[src/rtl/pattern_gen.sv]
// pattern_gen: video test-pattern generator with bars, checkerboard
// and a bouncing box, colour aligned to timing through a 2-stage pipe.
module pattern_gen #(
  parameter int H_ACTIVE = 640,
  parameter int V_ACTIVE = 480,
  parameter int BOX_SIZE = 32
) (
  input  logic        rfr_clk,
  input  logic        reset_n,
  input  logic        h_sync_in,
  input  logic        v_sync_in,
  input  logic [11:0] h_count,
  input  logic [11:0] v_count,
  input  logic        video_on_in,
  input  logic [1:0]  mode,
  input  logic [3:0]  step,
  output logic        h_sync,
  output logic        v_sync,
  output logic        video_on,
  output logic [3:0]  red,
  output logic [3:0]  green,
  output logic [3:0]  blue,
  output logic [15:0] frame_count
);

  localparam logic [12:0] XMAX   = 13'(H_ACTIVE - BOX_SIZE);
  localparam logic [12:0] YMAX   = 13'(V_ACTIVE - BOX_SIZE);
  localparam logic [12:0] BOX    = 13'(BOX_SIZE);
  localparam logic [11:0] BAR_W  = 12'(H_ACTIVE / 8);
  localparam logic [11:0] V_TICK = 12'(V_ACTIVE);

  typedef struct packed {
    logic        hs;
    logic        vs;
    logic        von;
    logic [11:0] rgb;
  } pix_t;

  pix_t        st1_d, st1_q, st2_q;
  logic [1:0]  mode_q;
  logic [3:0]  step_q;
  logic [15:0] frame_q;
  logic [11:0] box_x_q, box_y_q;
  logic        dir_x_q, dir_y_q;
  logic [12:0] x_d, y_d;
  logic        tick;
  logic [11:0] bar_idx;
  logic [11:0] bar_rgb;
  logic        in_box;

  // One axis of box motion; result is {dir, pos}. Sums are
  // 13 bits wide so a position near the edge cannot carry out.
  function automatic logic [12:0] axis_next(
    input logic [11:0] pos,
    input logic        dir,
    input logic [3:0]  stp,
    input logic [12:0] lim
  );
    logic [12:0] sum;
    sum = {1'b0, pos} + {9'd0, stp};
    if (stp == 4'd0)
      return {dir, pos};
    if (dir) begin
      if (sum >= lim)
        return {1'b0, lim[11:0]};
      return {1'b1, sum[11:0]};
    end
    if ({1'b0, pos} <= {9'd0, stp})
      return {1'b1, 12'd0};
    return {1'b0, pos - {8'd0, stp}};
  endfunction

  assign tick = (v_count == V_TICK) && (h_count == 12'd0);

  assign x_d = axis_next(box_x_q, dir_x_q, step_q, XMAX);
  assign y_d = axis_next(box_y_q, dir_y_q, step_q, YMAX);

  assign bar_idx = h_count / BAR_W;

  assign in_box =
    ({1'b0, h_count} >= {1'b0, box_x_q}) &&
    ({1'b0, h_count} <  ({1'b0, box_x_q} + BOX)) &&
    ({1'b0, v_count} >= {1'b0, box_y_q}) &&
    ({1'b0, v_count} <  ({1'b0, box_y_q} + BOX));

  // Bar colour lookup; anything right of bar 7 is black.
  always_comb begin
    bar_rgb = 12'h000;
    case (bar_idx)
      12'd0:   bar_rgb = 12'hFFF;
      12'd1:   bar_rgb = 12'hFF0;
      12'd2:   bar_rgb = 12'h0FF;
      12'd3:   bar_rgb = 12'h0F0;
      12'd4:   bar_rgb = 12'hF0F;
      12'd5:   bar_rgb = 12'hF00;
      12'd6:   bar_rgb = 12'h00F;
      default: bar_rgb = 12'h000;
    endcase
  end

  // Stage-1 colour decision from the current pixel inputs.
  always_comb begin
    st1_d.hs  = h_sync_in;
    st1_d.vs  = v_sync_in;
    st1_d.von = video_on_in;
    st1_d.rgb = bar_rgb;
    unique case (1'b1)
      (mode_q == 2'd0): st1_d.rgb = bar_rgb;
      (mode_q == 2'd1):
        st1_d.rgb = (h_count[5] ^ v_count[5]) ? 12'hFFF : 12'h000;
      (mode_q == 2'd2):
        st1_d.rgb = in_box ? 12'hF00 : 12'h00F;
      (mode_q == 2'd3):
        st1_d.rgb = in_box ? 12'hF00 : bar_rgb;
      default: st1_d.rgb = bar_rgb;
    endcase
  end

  // Two-stage pixel pipeline keeps timing aligned with colour.
  always_ff @(posedge rfr_clk or negedge reset_n) begin
    if (!reset_n) begin
      st1_q <= '0;
      st2_q <= '0;
    end else begin
      st1_q <= st1_d;
      st2_q <= st1_q;
    end
  end

  // Per-frame state: controls, frame counter and box motion.
  always_ff @(posedge rfr_clk or negedge reset_n) begin
    if (!reset_n) begin
      mode_q  <= 2'd0;
      step_q  <= 4'd0;
      frame_q <= 16'd0;
      box_x_q <= 12'd0;
      box_y_q <= 12'd0;
      dir_x_q <= 1'b1;
      dir_y_q <= 1'b1;
    end else if (tick) begin
      mode_q  <= mode;
      step_q  <= step;
      frame_q <= frame_q + 16'd1;
      box_x_q <= x_d[11:0];
      dir_x_q <= x_d[12];
      box_y_q <= y_d[11:0];
      dir_y_q <= y_d[12];
    end
  end

  assign h_sync      = st2_q.hs;
  assign v_sync      = st2_q.vs;
  assign video_on    = st2_q.von;
  assign red         = st2_q.von ? st2_q.rgb[11:8] : 4'h0;
  assign green       = st2_q.von ? st2_q.rgb[7:4]  : 4'h0;
  assign blue        = st2_q.von ? st2_q.rgb[3:0]  : 4'h0;
  assign frame_count = frame_q;

endmodule

[config.mk]
export PLATFORM = sky130hd
export DESIGN_NAME = pattern_gen
export DESIGN_NICKNAME = d
export VERILOG_FILES = /design/src/rtl/pattern_gen.sv
export SDC_FILE = /design/constraint.sdc
export NUM_CORES = 1
export LEC_CHECK = 0
export ABC_AREA = 1
export CORE_UTILIZATION = 52
export DETAILED_ROUTE_END_ITERATION = 10
export GPL_TIMING_DRIVEN = 0
export PLACE_DENSITY = 0.78
export SYNTH_ARGS = -nofsm -noshare
export SYNTH_HDL_FRONTEND = slang
export SYNTH_SLANG_ARGS = --single-unit
[constraint.sdc]
create_clock -name rfr_clk -period 2.5 [get_ports rfr_clk]
set_input_delay 0.25 -clock rfr_clk [delete_from_list [all_inputs] [get_ports rfr_clk]]
set_output_delay 0.25 -clock rfr_clk [all_outputs]
set_load 0.02 [all_outputs]
==> metrics.txt <==
status=complete, but fails checks; failing checks=setup timing; Clock power frac=0.428; post-synthesis mux area share=0; xor and xnor area share after synthesis=0.0557; Slew Viols, Final=0; die height=103 um; Tcrit/Tclk final=1.08; f_max=around 0.37 GHz; Setup WS pre-CTS=-579 ps; root buffer cell=clkbuf_8; FF-to-FF setup slack=-200 ps; Synth Area in Compound Gates=0.128; Area growth, synth to finish=37.4%; Starting Density=0.542; Power Density=about 320 nW/um^2; fraction of layout cells with a size suffix above 1=0.269; adder-cell share of the synthesized area=0.153; Max-cap violations=0; vias per inst=between 5 and 6; row cnt=36; slew at the pin closest to its max-slew limit=669 ps; CTS Buf Count=9; sequential power share=0.418; worst vdd ir=0.306 mV; number of enable flip-flop cells after synthesis=0; dpl hpwl=between 10000 and 15000 um; drt pass-1 iters=5; ANT cells=0; Switching Power=653 uW; Via Count=roughly 5.5k; Final setup viols=20; Clk Latency, worst-skew pair=about 350 ps; kind of critical path=flop to flop; multi-input logic area=3760 um^2; Critical Path AT=2950 ps; Die Wd=103 um; Reg area=1520 um^2; clk slew on worst S/H paths=approximately 80 ps; Clock Skew=13.3 ps; YS warnings=0; Core ar.=9860 um^2; CP endpoint kind=flop; final hold violation count=0; Mean Syn Cell Area=7.43 um^2; Synth Area in Simple Gates=0.281; Yosys top cell by area=dfrtp_1; Unique masters post-synth=53; All-Layer GR Usage=0.279; RSZ-0062 raised after global routing=yes; Commonest cells post-synth=144 x nand2_1, 102 x inv_1, 59 x ha_1; Post-Syn Nets=817; I/O pin count=66; iteration-0 DRC count of the detailed router=roughly 440; Final ANT Viol Nets=0; Comb power frac=0.154; # clock sinks=60; top_reg_cell synth=dfrtp_1; CTS tree=built; global-route wire length before repair=roughly 23000 um; Pint=about 1700 uW; Final WS setup=-201 ps; clock buffer depth=2; Req. time, crit path=2750 ps; synthesized flop and latch total=60; sw frac=0.277; top cell type's share of synthesized area=0.272; largest cells by area after synthesis=dfrtp_1 27%, ha_1 14%, nand2_1 10%, inv_1 7.2%, xor2_1 5.1%; vias in the first global route=4988; Sum Neg Setup Slack=-2510 ps; startpoint types=flop; die area=between 10000 and 15000 um^2; Nets=948; htree depth=3; Static Leak=0.00357 uW; largest net degree at the start of global routing=33; gp weighted congestion=roughly 0.88; count leader, synth=nand2_1; remaining routing DRC violations=0; Mapped Area=5340 um^2; sequential element share of the synthesized area=0.281; Tmin final=between 2000 and 3000 ps; initial antenna violation count=0; largest fanout on the critical path=8; port bufs=between 60 and 70; fill count=660; Syn Inst Count=between 700 and 800; total gr overflow=0; largest family of logic cells by synthesized area=simple AND/OR/NAND/NOR gates; DRT Wirelength=15400 um; Worst slew margin=0.550; worst hold path class=input port to flop; routed len/inst=~16 um; Async SR Flop Fraction=1.00
-- metal layers --
| layer | wire, um | global-route usage | share of wire | vias up |
|---|---|---|---|---|
| li1 | - | - | - | 2627 |
| met1 | 6220 | 0.354 | 0.40 | 2556 |
| met2 | 7730 | 0.480 | 0.50 | 253 |
| met3 | 1150 | 0.0444 | 0.074 | 35 |
| met4 | 285 | 0.0986 | 0.019 | 0 |
| met5 | 0 | 0 | 0 | - |
-- critical path, stage by stage (launching register included) --
cell	delay (ps)
dfrtp_1	410
inv_2	80
buf_6	120
ha_4	270
nor3_2	200
a211o_1	140
nand2_2	90
a21oi_2	210
nand2_1	90
xor2_1	140
nand2_1	60
nor2_1	120
nand2_2	110
nor2_4	260
nand3b_1	150
a22oi_2	170
-- metrics by stage --
step	std cells	utilization	total power [uW]	hold WS [ps]	instance area, um^2
after floorplan	719	-	1200	-45.6	5350
after global placement	917	0.625	1350	332	6170
after detailed placement	918	0.627	1370	304	6180
after CTS	959	0.685	2370	331	6760
after global routing	988	0.744	2460	338	7340
final	988	0.744	2360	347	7340
-- layout make-up --
| type | instances | area share |
|---|---|---|
| clock inverter | 7 | 0.0135 |
| tap | 133 | 0.0227 |
| clock buffer | 9 | 0.0169 |
| timing repair buffer | 121 | 0.154 |
| buffer | 16 | 0.0141 |
| multi-input combinational | 528 | 0.513 |
| inverter | 114 | 0.0595 |
| sequential | 60 | 0.206 |
-- flip-flops by register name (all words and copies together) (netlist names) --
signal and count:
box_y_q 12, box_x_q 12, v_sync 1, step_q 4, st2_q 3, dir_y_q 1
mode_q 2, st1_q 6, frame_count 16, h_sync 1, video_on 1, dir_x_q 1
-- cell families (layout without fill, tap and decap cells) --
group / count (synthesis) / in the layout
and+or+nand+nor: 313 / 314
buffers and inverters: 132 / 267
AOI/OAI and AO/OA: 117 / 117
adders and majority gates: 63 / 63
DFF: 60 / 60
xor gates and xnor gates: 34 / 34
-- final timing paths --
kind	start	end	cells past startpoint
max in group asynchronous	reset_n	dir_x_q	3
min in group asynchronous	reset_n	frame_count[0]	2
setup / recovery	step_q[2]	box_y_q[2]	15
hold reg to reg	st1_q[7]	st2_q[7]	0
setup reg to reg	step_q[2]	box_y_q[2]	15
hold / removal	video_on_in	st1_q[12]	1
-- placed cells by master, fill, tap and decap left out, types with 5 or more instances in the layout --
master,n
a31oi_1,8
nand3_2,11
a22oi_1,5
dfrtp_2,9
nand3b_1,6
clkbuf_8,9
nand4_1,12
dfrtp_1,49
nand2_2,20
xor2_1,27
or2_2,5
a22oi_2,5
o21ai_1,5
buf_6,6
inv_2,19
o21ai_0,21
nand3_1,39
clkdlybuf4s50_1,50
dlymetal6s2s_1,7
nor2_1,37
nand2_1,125
a21oi_1,37
buf_4,56
ha_1,51
nor2_2,12
nor2_4,11
ha_4,5
nor3_1,7
o22ai_1,5
dlygate4sd2_1,7
nor4_1,5
o21ai_2,5
inv_1,90
-- what timing repair did --
| item | 4_1_cts | 5_1_grt |
|---|---|---|
| cloned | 1 | 0 |
| buffers inserted | 25 | 29 |
| setup endpoints to repair | 28 | 34 |
| pin swaps | 29 | 47 |
| resized for setup | 64 | 96 |
| endpoints found under the hold margin | 28 | 0 |
| hold buffers | 1 | 0 |
-- power groups by stage --
stage / clock network, uW / logic (uW) / registers [uW]
finish: 1010 / 362 / 987
global route: 1060 / 406 / 987
CTS: 1020 / 360 / 987
detailed placement: 0 / 360 / 1010
global placement: 0 / 342 / 1010
floorplan: 0 / 192 / 1010
No activity file was read; power rests on OpenSTA's default activity.
